## src/rtl/vga_console_pkg.sv

```systemverilog
// vga_console_pkg: shared constants, state type and address helpers for the
// VGA text console.
//   COLS / ROWS / CLEAR_CHAR : default screen geometry and clear byte
//   ASCII_*                  : control codes the console interprets
//   console_state_e          : console controller states
//   phys_row()               : logical row -> physical buffer row, given a scroll base
//   make_addr()              : {row, col} text buffer address
package vga_console_pkg;

  localparam int         COLS       = 64;
  localparam int         ROWS       = 30;
  localparam logic [7:0] CLEAR_CHAR = 8'h00;

  localparam logic [7:0] ASCII_BS   = 8'h08;
  localparam logic [7:0] ASCII_TAB  = 8'h09;
  localparam logic [7:0] ASCII_LF   = 8'h0A;
  localparam logic [7:0] ASCII_CR   = 8'h0D;
  localparam logic [7:0] PRINT_LO   = 8'h20;
  localparam logic [7:0] PRINT_HI   = 8'h7E;

  typedef enum logic [1:0] {
    IDLE,
    CLR_ROW,
    CLR_ALL
  } console_state_e;

  // base and row are both < rows, so their sum is < 2*rows and a single
  // compare-and-subtract is enough to wrap it.
  function automatic logic [4:0] phys_row(input logic [4:0] base,
                                          input logic [4:0] row,
                                          input logic [5:0] rows);
    logic [5:0] sum;
    sum = {1'b0, base} + {1'b0, row};
    if (sum >= rows) sum = sum - rows;
    return sum[4:0];
  endfunction

  function automatic logic [10:0] make_addr(input logic [4:0] row,
                                            input logic [5:0] col);
    return {row, col};
  endfunction

endpackage

```

## src/rtl/vga_text_console_if.sv

```systemverilog
// vga_text_console_if: byte-stream valid/ready handshake into the console.
//   ch_valid : source has a byte on ch_data
//   ch_data  : ASCII byte
//   ch_ready : console accepts the byte this cycle
// master = byte source, slave = console.
interface vga_text_console_if;

  logic       ch_valid;
  logic [7:0] ch_data;
  logic       ch_ready;

  modport master (output ch_valid, output ch_data, input  ch_ready);
  modport slave  (input  ch_valid, input  ch_data, output ch_ready);

endinterface

```

## src/rtl/vga_console_fill.sv

```systemverilog
// vga_console_fill: address sweep engine for the screen clear operations.
//   VGA_CLK   : clock (posedge)
//   reset     : asynchronous, active-low
//   start     : begin a sweep next cycle (restarts an ongoing one)
//   start_row : physical row to sweep in row-only mode
//   full      : 1 = whole screen row-major from (0,0), 0 = start_row only
//   addr      : address to write this cycle while busy
//   busy      : addr is valid
//   done      : this cycle's addr is the last of the sweep
// Leaves reset already busy in full mode at (0,0), so the power-on screen
// clear runs without a start pulse.
module vga_console_fill #(
  parameter int ROWS = vga_console_pkg::ROWS
) (
  input  logic        VGA_CLK,
  input  logic        reset,
  input  logic        start,
  input  logic [4:0]  start_row,
  input  logic        full,
  output logic [10:0] addr,
  output logic        busy,
  output logic        done
);
  import vga_console_pkg::*;

  localparam logic [4:0] LAST_ROW = 5'(ROWS - 1);
  localparam logic [5:0] LAST_COL = 6'(COLS - 1);

  logic       busy_q, busy_d;
  logic       full_q, full_d;
  logic [4:0] row_q,  row_d;
  logic [5:0] col_q,  col_d;

  // NOTE: state registers use non-blocking assignments so every flop samples
  // pre-edge values regardless of process ordering.
  always_ff @(posedge VGA_CLK or negedge reset) begin
    if (!reset) begin
      busy_q <= 1'b1;
      full_q <= 1'b1;
      row_q  <= '0;
      col_q  <= '0;
    end else begin
      busy_q <= busy_d;
      full_q <= full_d;
      row_q  <= row_d;
      col_q  <= col_d;
    end
  end

  always_comb begin
    // NOTE: every output of this block is assigned a default first, so no
    // path leaves a variable unassigned and no latch is inferred.
    busy_d = busy_q;
    full_d = full_q;
    row_d  = row_q;
    col_d  = col_q;
    done   = busy_q && (col_q == LAST_COL) && (!full_q || (row_q == LAST_ROW));

    if (start) begin
      busy_d = 1'b1;
      full_d = full;
      row_d  = full ? 5'd0 : start_row;
      col_d  = '0;
    end else if (busy_q) begin
      if (done) begin
        busy_d = 1'b0;
      end else begin
        col_d = col_q + 1'b1;                 // wraps 63 -> 0 on its own
        if (col_q == LAST_COL) row_d = row_q + 1'b1;
      end
    end
  end

  assign addr = make_addr(row_q, col_q);
  assign busy = busy_q;

endmodule

```

## src/rtl/vga_text_console.sv

```systemverilog
// vga_text_console: character-stream terminal front end for the VGA text
// buffer write port.
//   VGA_CLK     : clock (posedge)
//   reset       : asynchronous, active-low; starts a full screen clear
//   ch          : byte stream in (vga_text_console_if.slave)
//   clear       : one-cycle request to clear the whole screen
//   wenable     : text buffer write strobe (one address per cycle)
//   waddr       : {phys_row[4:0], col[5:0]}
//   wdata       : byte to write
//   scroll_base : physical row displayed as logical row 0
//   cursor_col  : logical cursor column
//   cursor_row  : logical cursor row
// Scrolling rotates scroll_base and clears the new bottom row instead of
// moving text. Define VGA_CONSOLE_TAB_EN to make 0x09 advance to the next
// 8-column stop; otherwise 0x09 is ignored like other control bytes.
module vga_text_console #(
  parameter int         ROWS       = vga_console_pkg::ROWS,
  parameter logic [7:0] CLEAR_CHAR = vga_console_pkg::CLEAR_CHAR
) (
  input  logic                VGA_CLK,
  input  logic                reset,
  vga_text_console_if.slave   ch,
  input  logic                clear,
  output logic                wenable,
  output logic [10:0]         waddr,
  output logic [7:0]          wdata,
  output logic [4:0]          scroll_base,
  output logic [5:0]          cursor_col,
  output logic [4:0]          cursor_row
);
  import vga_console_pkg::*;

  localparam logic [5:0] ROWS6    = 6'(ROWS);
  localparam logic [4:0] LAST_ROW = 5'(ROWS - 1);
  localparam logic [5:0] LAST_COL = 6'(COLS - 1);

  console_state_e state_q, state_d;
  logic [5:0]     col_q,   col_d;
  logic [4:0]     row_q,   row_d;
  logic [4:0]     base_q,  base_d;
  logic           pend_q,  pend_d;
  logic           wen_q,   wen_d;
  logic [10:0]    waddr_q, waddr_d;
  logic [7:0]     wdata_q, wdata_d;

  logic           ready, accept;
  logic           newline, start_all;
  logic           fill_start, fill_full, fill_busy, fill_done;
  logic [4:0]     fill_row;
  logic [10:0]    fill_addr;

  assign ready       = (state_q == IDLE) && !clear;
  assign ch.ch_ready = ready;
  assign accept      = ch.ch_valid && ready;

  vga_console_fill #(.ROWS(ROWS)) u_fill (
    .VGA_CLK   (VGA_CLK),
    .reset     (reset),
    .start     (fill_start),
    .start_row (fill_row),
    .full      (fill_full),
    .addr      (fill_addr),
    .busy      (fill_busy),
    .done      (fill_done)
  );

  always_ff @(posedge VGA_CLK or negedge reset) begin
    if (!reset) begin
      state_q <= CLR_ALL;
      col_q   <= '0;
      row_q   <= '0;
      base_q  <= '0;
      pend_q  <= 1'b0;
      wen_q   <= 1'b0;
      waddr_q <= '0;
      wdata_q <= '0;
    end else begin
      state_q <= state_d;
      col_q   <= col_d;
      row_q   <= row_d;
      base_q  <= base_d;
      pend_q  <= pend_d;
      wen_q   <= wen_d;
      waddr_q <= waddr_d;
      wdata_q <= wdata_d;
    end
  end

  always_comb begin
    state_d    = state_q;
    col_d      = col_q;
    row_d      = row_q;
    base_d     = base_q;
    pend_d     = pend_q;
    wen_d      = 1'b0;
    waddr_d    = waddr_q;
    wdata_d    = wdata_q;
    newline    = 1'b0;
    start_all  = 1'b0;
    fill_start = 1'b0;
    fill_full  = 1'b0;
    fill_row   = '0;

    case (state_q)
      IDLE: begin
        if (clear) begin
          start_all = 1'b1;
        end else if (accept) begin
          if ((ch.ch_data >= PRINT_LO) && (ch.ch_data <= PRINT_HI)) begin
            wen_d   = 1'b1;
            waddr_d = make_addr(phys_row(base_q, row_q, ROWS6), col_q);
            wdata_d = ch.ch_data;
            if (col_q == LAST_COL) newline = 1'b1;
            else                   col_d   = col_q + 1'b1;
          end else if (ch.ch_data == ASCII_LF) begin
            newline = 1'b1;
          end else if (ch.ch_data == ASCII_CR) begin
            col_d = '0;
          end else if (ch.ch_data == ASCII_BS) begin
            if (col_q != '0) begin
              col_d   = col_q - 1'b1;
              wen_d   = 1'b1;
              waddr_d = make_addr(phys_row(base_q, row_q, ROWS6), col_q - 1'b1);
              wdata_d = CLEAR_CHAR;
            end
          end
`ifdef VGA_CONSOLE_TAB_EN
          else if (ch.ch_data == ASCII_TAB) begin
            // Columns 56..63 have no further tab stop on this row.
            if (col_q >= 6'd56) newline = 1'b1;
            else                col_d   = {col_q[5:3] + 3'd1, 3'b000};
          end
`endif
        end
      end

      CLR_ROW, CLR_ALL: begin
        wen_d   = fill_busy;
        waddr_d = fill_addr;
        wdata_d = CLEAR_CHAR;
        pend_d  = pend_q | clear;
        // A clear requested during any sweep runs right after it finishes.
        if (fill_done) begin
          if (pend_q || clear) begin
            start_all = 1'b1;
            pend_d    = 1'b0;
          end else begin
            state_d = IDLE;
          end
        end
      end

      default: state_d = IDLE;
    endcase

    if (newline) begin
      col_d = '0;
      if (row_q != LAST_ROW) begin
        row_d = row_q + 1'b1;
      end else begin
        // The old top physical row becomes the new bottom row and is blanked.
        base_d     = (base_q == LAST_ROW) ? 5'd0 : base_q + 1'b1;
        state_d    = CLR_ROW;
        fill_start = 1'b1;
        fill_full  = 1'b0;
        fill_row   = phys_row(base_d, LAST_ROW, ROWS6);
      end
    end

    if (start_all) begin
      state_d    = CLR_ALL;
      col_d      = '0;
      row_d      = '0;
      base_d     = '0;
      fill_start = 1'b1;
      fill_full  = 1'b1;
    end
  end

  assign wenable     = wen_q;
  assign waddr       = waddr_q;
  assign wdata       = wdata_q;
  assign scroll_base = base_q;
  assign cursor_col  = col_q;
  assign cursor_row  = row_q;

endmodule
```

## src/flat_wrapper.sv

```systemverilog
// flat-port wrapper written by rule: the top's interface ports become plain ports
module vga_text_console_flat import vga_console_pkg::*;
#(
  parameter int         ROWS       = vga_console_pkg::ROWS,
  parameter logic [7:0] CLEAR_CHAR = vga_console_pkg::CLEAR_CHAR
)
  (VGA_CLK, reset, clear, wenable, waddr, wdata, scroll_base, cursor_col, cursor_row, ch_ch_valid, ch_ch_data, ch_ch_ready);
  vga_text_console_if ch_i ();
  input  logic VGA_CLK;
  input  logic reset;
  input  logic clear;
  output logic wenable;
  output logic [10:0] waddr;
  output logic [7:0] wdata;
  output logic [4:0] scroll_base;
  output logic [5:0] cursor_col;
  output logic [4:0] cursor_row;
  input wire logic [$bits(ch_i.ch_valid)-1:0] ch_ch_valid;
  input wire logic [$bits(ch_i.ch_data)-1:0] ch_ch_data;
  output wire logic [$bits(ch_i.ch_ready)-1:0] ch_ch_ready;
  assign ch_i.ch_valid = ch_ch_valid;
  assign ch_i.ch_data = ch_ch_data;
  assign ch_ch_ready = ch_i.ch_ready;
  vga_text_console #(.ROWS(ROWS), .CLEAR_CHAR(CLEAR_CHAR)) u_core (.VGA_CLK(VGA_CLK), .reset(reset), .ch(ch_i), .clear(clear), .wenable(wenable), .waddr(waddr), .wdata(wdata), .scroll_base(scroll_base), .cursor_col(cursor_col), .cursor_row(cursor_row));
endmodule
```

## config.mk

```make
export PLATFORM = sky130hd
export DESIGN_NAME = vga_text_console_flat
export DESIGN_NICKNAME = d
export VERILOG_FILES = /design/src/rtl/vga_console_pkg.sv /design/src/rtl/vga_text_console_if.sv /design/src/rtl/vga_console_fill.sv /design/src/rtl/vga_text_console.sv /design/src/flat_wrapper.sv
export SDC_FILE = /design/constraint.sdc
export NUM_CORES = 1
export LEC_CHECK = 0
export CORE_MARGIN = 2
export CORE_UTILIZATION = 40
export CTS_CLUSTER_SIZE = 8
export DETAILED_ROUTE_END_ITERATION = 10
export MAX_ROUTING_LAYER = met4
export PLACE_DENSITY = 0.71
export SYNTH_ARGS = -nofsm -noshare
export SYNTH_HDL_FRONTEND = slang
export SYNTH_SLANG_ARGS = --single-unit
```

## constraint.sdc

```tcl
create_clock -name VGA_CLK -period 3.1 [get_ports VGA_CLK]
set_input_delay 0.465 -clock VGA_CLK [delete_from_list [all_inputs] [get_ports VGA_CLK]]
set_output_delay 0.465 -clock VGA_CLK [all_outputs]
set_load 0.02 [all_outputs]
```

==> out/metrics.yaml <==
run_status:
  status: "finished clean"
critical_path:
  crit_buf_inv: 0
  crit_family: "adder cells"
  crit_fanout: 6
  cp_slowest_cell: "dfrtp_1"
  path_cells: "ha_1, fa_1, xor2_1, o211ai_1, nor4_1, nor2_1, a2111oi_0, a311oi_1"
  worstPathRequired_ns: 3.27
  crit_arrival_ns: 2.86
  max_stage_delay_ns: 0.47
  critPathCaptureType: "flop"
  startpoint_type: "flop"
  crit_type: "flop to flop"
clocking:
  post_cts_resized: 0
  cts_tree: "done"
  cts_inserted_buffers: 5
  post_cts_buffers: 0
  root_buffer: "clkbuf_8"
  clkLatencyLatePin_ns: 0.31
  cts_sinks: 52
  clk_path_buf_depth: 2
  clk_pin_slew_ns: 0.10
  hold_buffers: 0
  htree_num_levels: 2
detailed_routing:
  vias: 3364
  wl_met1_mm: 4.363
  ant_nets: 0
  top_layer: "met4"
  wl_met2_mm: 4.167
  dr.pass1.iters: 5
  drt_drc_violations_left: 0
  routed_wl_mm: 9.118
  route.met3.wl_um: 447
  wire_per_inst_um: 15.67
  drt_iter0_markers: 361
  via_per_inst: 5.780
logic_synthesis:
  seq_area_frac_synth: 0.3577
  ys_ff_latch: 52
  yosysUniqueCellTypes: 70
  synth_cells: 423
  synthFlopType: "dfrtp_1"
  synth_area_per_cell_sq_um: 8.625
  synth_area_sq_mm: 0.003648
  synth.area.top_cells: "dfrtp_1 (34%), ha_1 (7.2%), nand2_1 (4.8%)"
  yosysWarningCount: 0
  yosysTopAreaCellShare: 0.3361
  yosysTopAreaCell: "dfrtp_1"
  syn-num-nets: 457
  synth-edff-count: 0
  ys_async_sr_fraction: 1.000
placement:
  gp_congestion: 0.9474
  port_buffers: 48
  dpl.hpwl_mm: 6.922
timing:
  slew_headroom: 0.5402
  final-max-slew-violation-count: 0
  tns_ns: 0
  hold_violations: 0
  setup_violations: 0
  fin_skew_ns: 0.01483
  min_period_ns: 2.691
  rsz0062_at_grt: "no"
  fmax_mhz: 371.6
  finalCritPeriodShare: 0.8680
  worst_slew_pin_slew_ns: 0.6723
die:
  start_util: 0.4163
  die_h_um: 99.51
  dieArea_sq_mm: 0.009901
  core_sq_mm: 0.008763
  io-pin-count: 49
  die_w_um: 99.51
  rows: 34
global_route:
  gr-total-overflow: 0
  grt_pass1_vias: 3114
  grt_max_degree: 29
  grt_usage: 0.1941
  antenna_found_initial: 0
  grt_pass1_wl_mm: 15.33
layout:
  n_antenna_cell: 0
  drive_gt1_frac: 0.08228
  fin_nets: 507
  nFillCells: 821
  multi_input_area_sq_mm: 0.002210
  regArea_sq_mm: 0.001305
  area_growth_syn_to_layout_pct: 20.23
min_path:
  hold_path.class: "input port to asynchronous set/reset pin"
flow_run:
  drv_cap: 0
pwr:
  total_leakage_power_nw: 1.815
  power_mw: 2.854
  power_density_mw_per_mm2: 650.6
  max-vdd-ir-drop_mv: 0.2574
-- worst paths after layout --
kind / startpoint / to / slack, ns / cells after the start
worst max-delay path: u_core.cursor_row[0]$_DFFE_PN0P_ / u_core.waddr[7]$_DFFE_PN0P_ / 0.41 / 8
worst min-delay path: reset / u_core.scroll_base[2]$_DFFE_PN0P_ / 0.14 / 1
worst max register to register: u_core.cursor_row[0]$_DFFE_PN0P_ / u_core.waddr[7]$_DFFE_PN0P_ / 0.41 / 8
worst min register to register: u_core.waddr[4]$_DFFE_PN0P_ / u_core.waddr[4]$_DFFE_PN0P_ / 0.48 / 2
max in group asynchronous: reset / u_core.u_fill.col_q[2]$_DFFE_PN0P_ / 2.14 / 2
min in group VGA_CLK: u_core.waddr[4]$_DFFE_PN0P_ / u_core.waddr[4]$_DFFE_PN0P_ / 0.48 / 2
-- final cells by class --
cell class              instances  area share
well taps                     108     0.03080
multi-input cells             337      0.5037
inverters                      17     0.01455
flip-flops and latches         52      0.2975
clock buffers                   6     0.01654
repair buffers                 60      0.1289
clock inverters                 2    0.007986
-- cells by family (layout without fill, tap and decap cells) --
family                   count (synthesis)  in the layout  share of synthesized area
AO/OA/AOI/OAI                          120            120                     0.2329
flip-flops                              52             52                     0.3577
multiplexers                             8              8                    0.02229
adder cells (fa/ha/maj)                 23             23                    0.08025
AND/OR/NAND/NOR                        170            170                     0.2318
buffers and inverters                   34             85                    0.03669
XOR/XNOR                                16             16                    0.03841
-- metal layers --
| metal | up-vias | global-route usage |
|---|---|---|
| met5 | - | - |
| met4 | 0 | 0.04426 |
| met3 | 13 | 0.02530 |
| met2 | 121 | 0.2978 |
| met1 | 1587 | 0.2754 |
| li1 | 1643 | - |
-- cells in the final DEF (no fill, tap or decap), drive strengths merged, types with 3 or more instances in the layout --
cell,n
a211oi,14
a21o,6
a21oi,24
a31oi,4
and2,4
and3,3
and4,4
buf,13
clkbuf,6
clkdlybuf4s50,47
dfrtp,49
dfstp,3
ha,21
inv,17
mux2i,7
nand2,47
nand2b,6
nand3,17
nand4,10
nor2,47
nor3,10
nor4,5
o211ai,6
o21ai,33
or3,8
xnor2,13
xor2,3
-- sequential cells by signal (all words and copies together), names as in the netlist --
register              count
u_core.waddr             11
u_core.wdata              8
u_core.cursor_col         6
u_core.u_fill.col_q       6
u_core.cursor_row         5
u_core.scroll_base        5
u_core.u_fill.row_q       5
u_core.state_q            2
u_core.pend_q             1
u_core.u_fill.busy        1
u_core.u_fill.full_q      1
u_core.wenable            1
-- where the power goes --
| part | leakage [nW] | switching, mW | internal, mW |
|---|---|---|---|
| sequential | 0.678 | 0.179 | 0.866 |
| combinational | 1.08 | 0.779 | 0.568 |
| clock | 0.0552 | 0.222 | 0.240 |
-- Yosys cell counts (all sizes together) (3+ instances only) --
| master | number |
|---|---|
| and3 | 3 |
| nand2b | 6 |
| a211oi | 14 |
| and2 | 4 |
| xor2 | 3 |
| nand2 | 47 |
| ha | 21 |
| clkbuf | 11 |
| a21o | 6 |
| and4 | 4 |
| nand4 | 10 |
| nor4 | 5 |
| a21oi | 24 |
| or3 | 8 |
| o211ai | 6 |
| nand3 | 17 |
| dfstp | 3 |
| nor3 | 10 |
| xnor2 | 13 |
| buf | 6 |
| inv | 17 |
| dfrtp | 49 |
| o21ai | 33 |
| nor2 | 47 |
| mux2i | 7 |
| a31oi | 4 |
-- stage by stage --
step	instance area (sq um)	instances	hold WS [ns]	setup slack (ns)	util
floorplan	3649	423	0.1694	0.5375	-
global placement	4279	574	0.4599	0.4505	0.4883
detailed placement	4279	574	0.4693	0.3864	0.4883
CTS	4387	582	0.1643	0.4464	0.5006
global route	4387	582	0.1885	0.2006	0.5006
finish	4387	582	0.1395	0.4091	0.5006
(Power assumes the default switching activity.)
==> patch 1, RTL diff (same flow settings) <==
Take the reset off `waddr_q` and `wdata_q` and load them in a clocked block of their own.
--- a/src/rtl/vga_text_console.sv
+++ b/src/rtl/vga_text_console.sv
@@ -74,4 +74,2 @@
       wen_q   <= 1'b0;
-      waddr_q <= '0;
-      wdata_q <= '0;
     end else begin
@@ -83,5 +81,8 @@
       wen_q   <= wen_d;
-      waddr_q <= waddr_d;
-      wdata_q <= wdata_d;
     end
+  end
+
+  always_ff @(posedge VGA_CLK) begin
+    waddr_q <= waddr_d;
+    wdata_q <= wdata_d;
   end
Function: differs if reset is asserted again (counterexample within 4 cycles, from zero or initial values and one cycle with reset low); with reset held inactive, the same outputs for 10 cycles.
==> patch 1 against the original RTL <==
  * Cell count is 5.0% lower
  * Cell area is 1.6% lower
  * Wire length is 0.84% higher
  * Largest cell class unchanged
  * Area after synthesis is 2.4% lower
  * Power is 2.9% lower
  * Setup slack worse by 63 ps
  * Sequential cell count stayed put
==> patch 1: results (changes against the original RTL) <==
The fraction of area in multi-input gates is 46.9% (-3.5 points). The layout inverter count without the clock tree is 18 (+1). The met1 usage in global routing came out at 24.3% (-3.2 points). The slowest cell on the critical path is sky130_fd_sc_hd__dfstp_2. In this run the critical register-to-register path is launched from u_core.state_q[1].

The worst max-slew margin expressed relative to the limit is 56.1% (+2.1 points). The placed instance count came out at 545 (-5.1%). The portion of total power attributed to sequential cells came out at 39.9% (+3.3 points).

The global placer's final weighted congestion is 0.948 (about the same). The power density over cell area is 642 mW/mm² (-1.3%). The detailed-routed wire length on met3 came to 463 µm (+3.6%). The maximum vdd drop is 0.244 mV (-5.2%). The routed length on met2 was 4540 µm (+9.0%). After synthesis, the largest family of logic cells by area is simple AND/OR/NAND/NOR gates. The min-delay analysis places its worst path in the category reg -> reg. The maximum number of pins on one net before global-route repair came out at 34 (+17%).

The final net count came out at 480 (-5.3%). The async set-or-reset flop fraction in the synthesized netlist is 63.5% (-37 points). The post-synthesis xor/xnor area fraction came out at 5.66% (+1.8 points). The wire length reported by the detailed router came out at 9200 µm (+0.84%). The proportion of synthesized chip area in sequential cells came out at 39.3% (+3.6 points). The area fraction in compound gates after synthesis is 20.4% (-2.9 points).

The peak clock frequency supported by timing came out at 0.363 GHz (-2.3%). The number of filler instances in the final layout was 860 (+4.8%). The fraction of met2 tracks used by global routing is 33.7% (+3.9 points).

The count of multi-input gates is 308 (-8.6%). The starting DRC count in detailed routing is 135 (-63%). The net switching share of the total power came to 38.0% (-3.4 points). Yosys attributes the largest share of cell area to sky130_fd_sc_hd__dfrtp_1 21%, sky130_fd_sc_hd__edfxtp_1 16%, sky130_fd_sc_hd__ha_1 8.1%. The number of cells traversed by the worst register-to-register path is 10 (+2). The global routing met3 resource utilization came to 3.87% (+1.3 points). The top fanout value on the critical path came out at 24 (+18). The kind of cell with the highest combined delay along the critical path is compound AO/OA/AOI/OAI gates. The clock skew after layout came out at 6.47 ps (-8.36 ps).

The power drawn by the clock network came out at 485 µW (+5.0%). The share of synthesized area spent on multiplexers is 1.44% (-0.79 points). The chip width is 98.3 µm (-1.2%). The endpoint identified for the worst register-to-register timing path is u_core.u_fill.row_q[2]. Relative to the synthesized area, the layout overhead comes to 21.2%.

The clock-cell share of area came out at 2.67% (+0.21 points). The flow ran to the end, and the final reports show no timing, DRC or antenna violations. The fraction of standard cell area that is sequential is 32.4% (+2.7 points). The total via count after detailed routing is 3,163 (-6.0%).
## patch 1: cell count changes after synthesis, moves of 3 or more
| cell | before | now |
|---|---|---|
| sky130_fd_sc_hd__nor2b_1 | 1 | 6 |
| sky130_fd_sc_hd__and4_1 | 3 | 0 |
| sky130_fd_sc_hd__nand2_1 | 47 | 36 |
| sky130_fd_sc_hd__a211oi_2 | 3 | 0 |
| sky130_fd_sc_hd__o31a_1 | 1 | 5 |
| sky130_fd_sc_hd__and2_1 | 4 | 9 |
| sky130_fd_sc_hd__edfxtp_1 | 0 | 19 |
| sky130_fd_sc_hd__dfrtp_1 | 49 | 30 |
| sky130_fd_sc_hd__buf_2 | 5 | 2 |
| sky130_fd_sc_hd__nor2_1 | 47 | 32 |
| sky130_fd_sc_hd__nand2b_1 | 6 | 3 |
| sky130_fd_sc_hd__mux2i_1 | 7 | 4 |
| sky130_fd_sc_hd__o22ai_1 | 2 | 6 |
| sky130_fd_sc_hd__xor2_1 | 3 | 11 |
==> patch 2, RTL diff (same settings) <==
Made on the original files. Build with the macro `VGA_CONSOLE_TAB_EN` defined.
--- a/src/rtl/vga_text_console.sv
+++ b/src/rtl/vga_text_console.sv
@@ -15,2 +15,4 @@
 // 8-column stop; otherwise 0x09 is ignored like other control bytes.
+`define VGA_CONSOLE_TAB_EN
+
 module vga_text_console #(
Formal check against the unedited RTL: no difference found for any inputs over 10 cycles, from zero or initial values and one cycle with reset low; that may be too few to reach the edited logic, so the function may still have changed.
==> patch 2 against the original RTL <==
  * Critical path depth is 1 lower
  * Sequential cell count stayed put
  * First-iteration DRC count is 50% lower
  * Setup slack better by 41 ps
  * Power is 13% lower
  * Cell area is 0.86% lower
  * Hold slack worse by 52 ps
  * Non-clock buffer count is 3 higher
  * Clock skew is 10 ps lower
  * Wire length is 3.0% lower
  * Area after synthesis is 0.48% lower
  * Critical endpoint is now u_core.waddr[9]
  * Largest cell class unchanged
==> patch 2: results (changes against the original RTL) <==
The run finished with clean final reports. The worst flop-to-flop path endpoint is u_core.waddr[9]. The average cell area after synthesis is 9.17 µm² (+6.3%). The wire length reported by the detailed router came to 8840 µm (-3.0%).

The total via count after detailed routing is 3,141 (-6.6%). The number of nets produced by synthesis came out at 432 (-5.5%). The total number of yosys warnings came out at 0 (unchanged). The placed instance count is 549 (-4.4%). The number of filler instances in the final layout was 835 (+1.7%). The starting DRC count in detailed routing is 182 (-50%). The actual transition at the worst max-transition pin is 769 ps (+97.0 ps). The met1 usage in global routing came out at 25.1% (-2.4 points). The area fraction in compound gates after synthesis is 22.6% (-0.68 points). The worst hold path belongs to the class in -> async. The number of global-route vias before repair was 2,964 (-4.8%).

The HPWL after detailed placement is 6640 µm (-4.1%). The maximum number of pins on one net before global-route repair came out at 35 (+21%). On the critical path the largest part of the delay comes from simple AND/OR/NAND/NOR gates. The top fanout value on the critical path was 11 (+5). The global routing met3 resource utilization is 2.11% (-0.42 points). The worst register-to-register path begins at u_core.scroll_base[2].

The routed length on met2 is 4310 µm (+3.4%). The post-synthesis xor/xnor area fraction is 6.51% (+2.7 points). Sorting the synthesized cells by how often they occur yields 49 x sky130_fd_sc_hd__dfrtp_1, 44 x sky130_fd_sc_hd__nor2_1, 36 x sky130_fd_sc_hd__nand2_1, 23 x sky130_fd_sc_hd__ha_1. The adder-cell area share of the yosys netlist is 8.48% (+0.45 points). The worst reg-to-reg setup slack was 450 ps (+40 ps).

The non-filler instance count after layout came to 557 (-4.3%). The global placer's final weighted congestion is 0.946 (-0.17%). The final net count came to 484 (-4.5%).

The first-pass GRT wire length is 14,800 µm (-3.4%). The total leakage power came to 1.91 nW (+5.3%). The number of detailed-route iterations in the first pass came out at 4 (-1). The biggest cell delay along the critical path is 530 ps (+60 ps). The data arrival at the endpoint of the critical path came out at 2830 ps (-30 ps). The proportion of synthesized chip area in sequential cells came out at 35.9% (+0.17 points).
patch 2: cell families after synthesis:
| kind of cell | Yosys count |
|---|---|
| XOR/XNOR | 27 |
| adder cells (fa/ha/maj) | 24 |
| flip-flops | 52 |
| AO/OA/AOI/OAI | 110 |
| AND/OR/NAND/NOR | 137 |
| multiplexers | 10 |
| buffers and inverters | 36 |
patch 2: final cells by class:
class | instances | area share [%]
clock buffers | 6 | 1.90
flip-flops and latches | 52 | 30.0
repair buffers | 63 | 13.5
multi-input cells | 308 | 49.6
well taps | 108 | 3.11
inverters | 18 | 1.55
clock inverters | 2 | 0.316
patch 2: report_power, final:
part / total, mW / leakage [nW] / internal, mW / switching, mW
Sequential: 0.934 / 0.688 / 0.817 / 0.117
Combinational: 1.14 / 1.17 / 0.505 / 0.635
Clock: 0.420 / 0.0516 / 0.183 / 0.237
Total: 2.49 / 1.91 / 1.50 / 0.989
patch 2: worst max path at each step:
| stage | start | end | cells after the start |
|---|---|---|---|
| after floorplan | u_core.scroll_base[0] | u_core.waddr[7] | 8 |
| after global placement | ch_ch_data[1] | u_core.cursor_col[4] | 7 |
| after detailed placement | ch_ch_data[7] | u_core.u_fill.col_q[3] | 7 |
| after CTS | u_core.scroll_base[1] | u_core.u_fill.row_q[3] | 8 |
| after global routing | u_core.scroll_base[1] | u_core.u_fill.row_q[3] | 8 |
| final | u_core.scroll_base[2] | u_core.waddr[9] | 7 |
patch 2: per-stage QoR:
stage          instance area [µm²]  hold slack, ps  setup WS, ps
6_report                      4350            87.5           450
5_1_grt                       4350             115           259
4_1_cts                       4350             104           472
3_5_place_dp                  4250             442           251
3_3_place_gp                  4250             434           284
2_1_floorplan                 3630             169           659
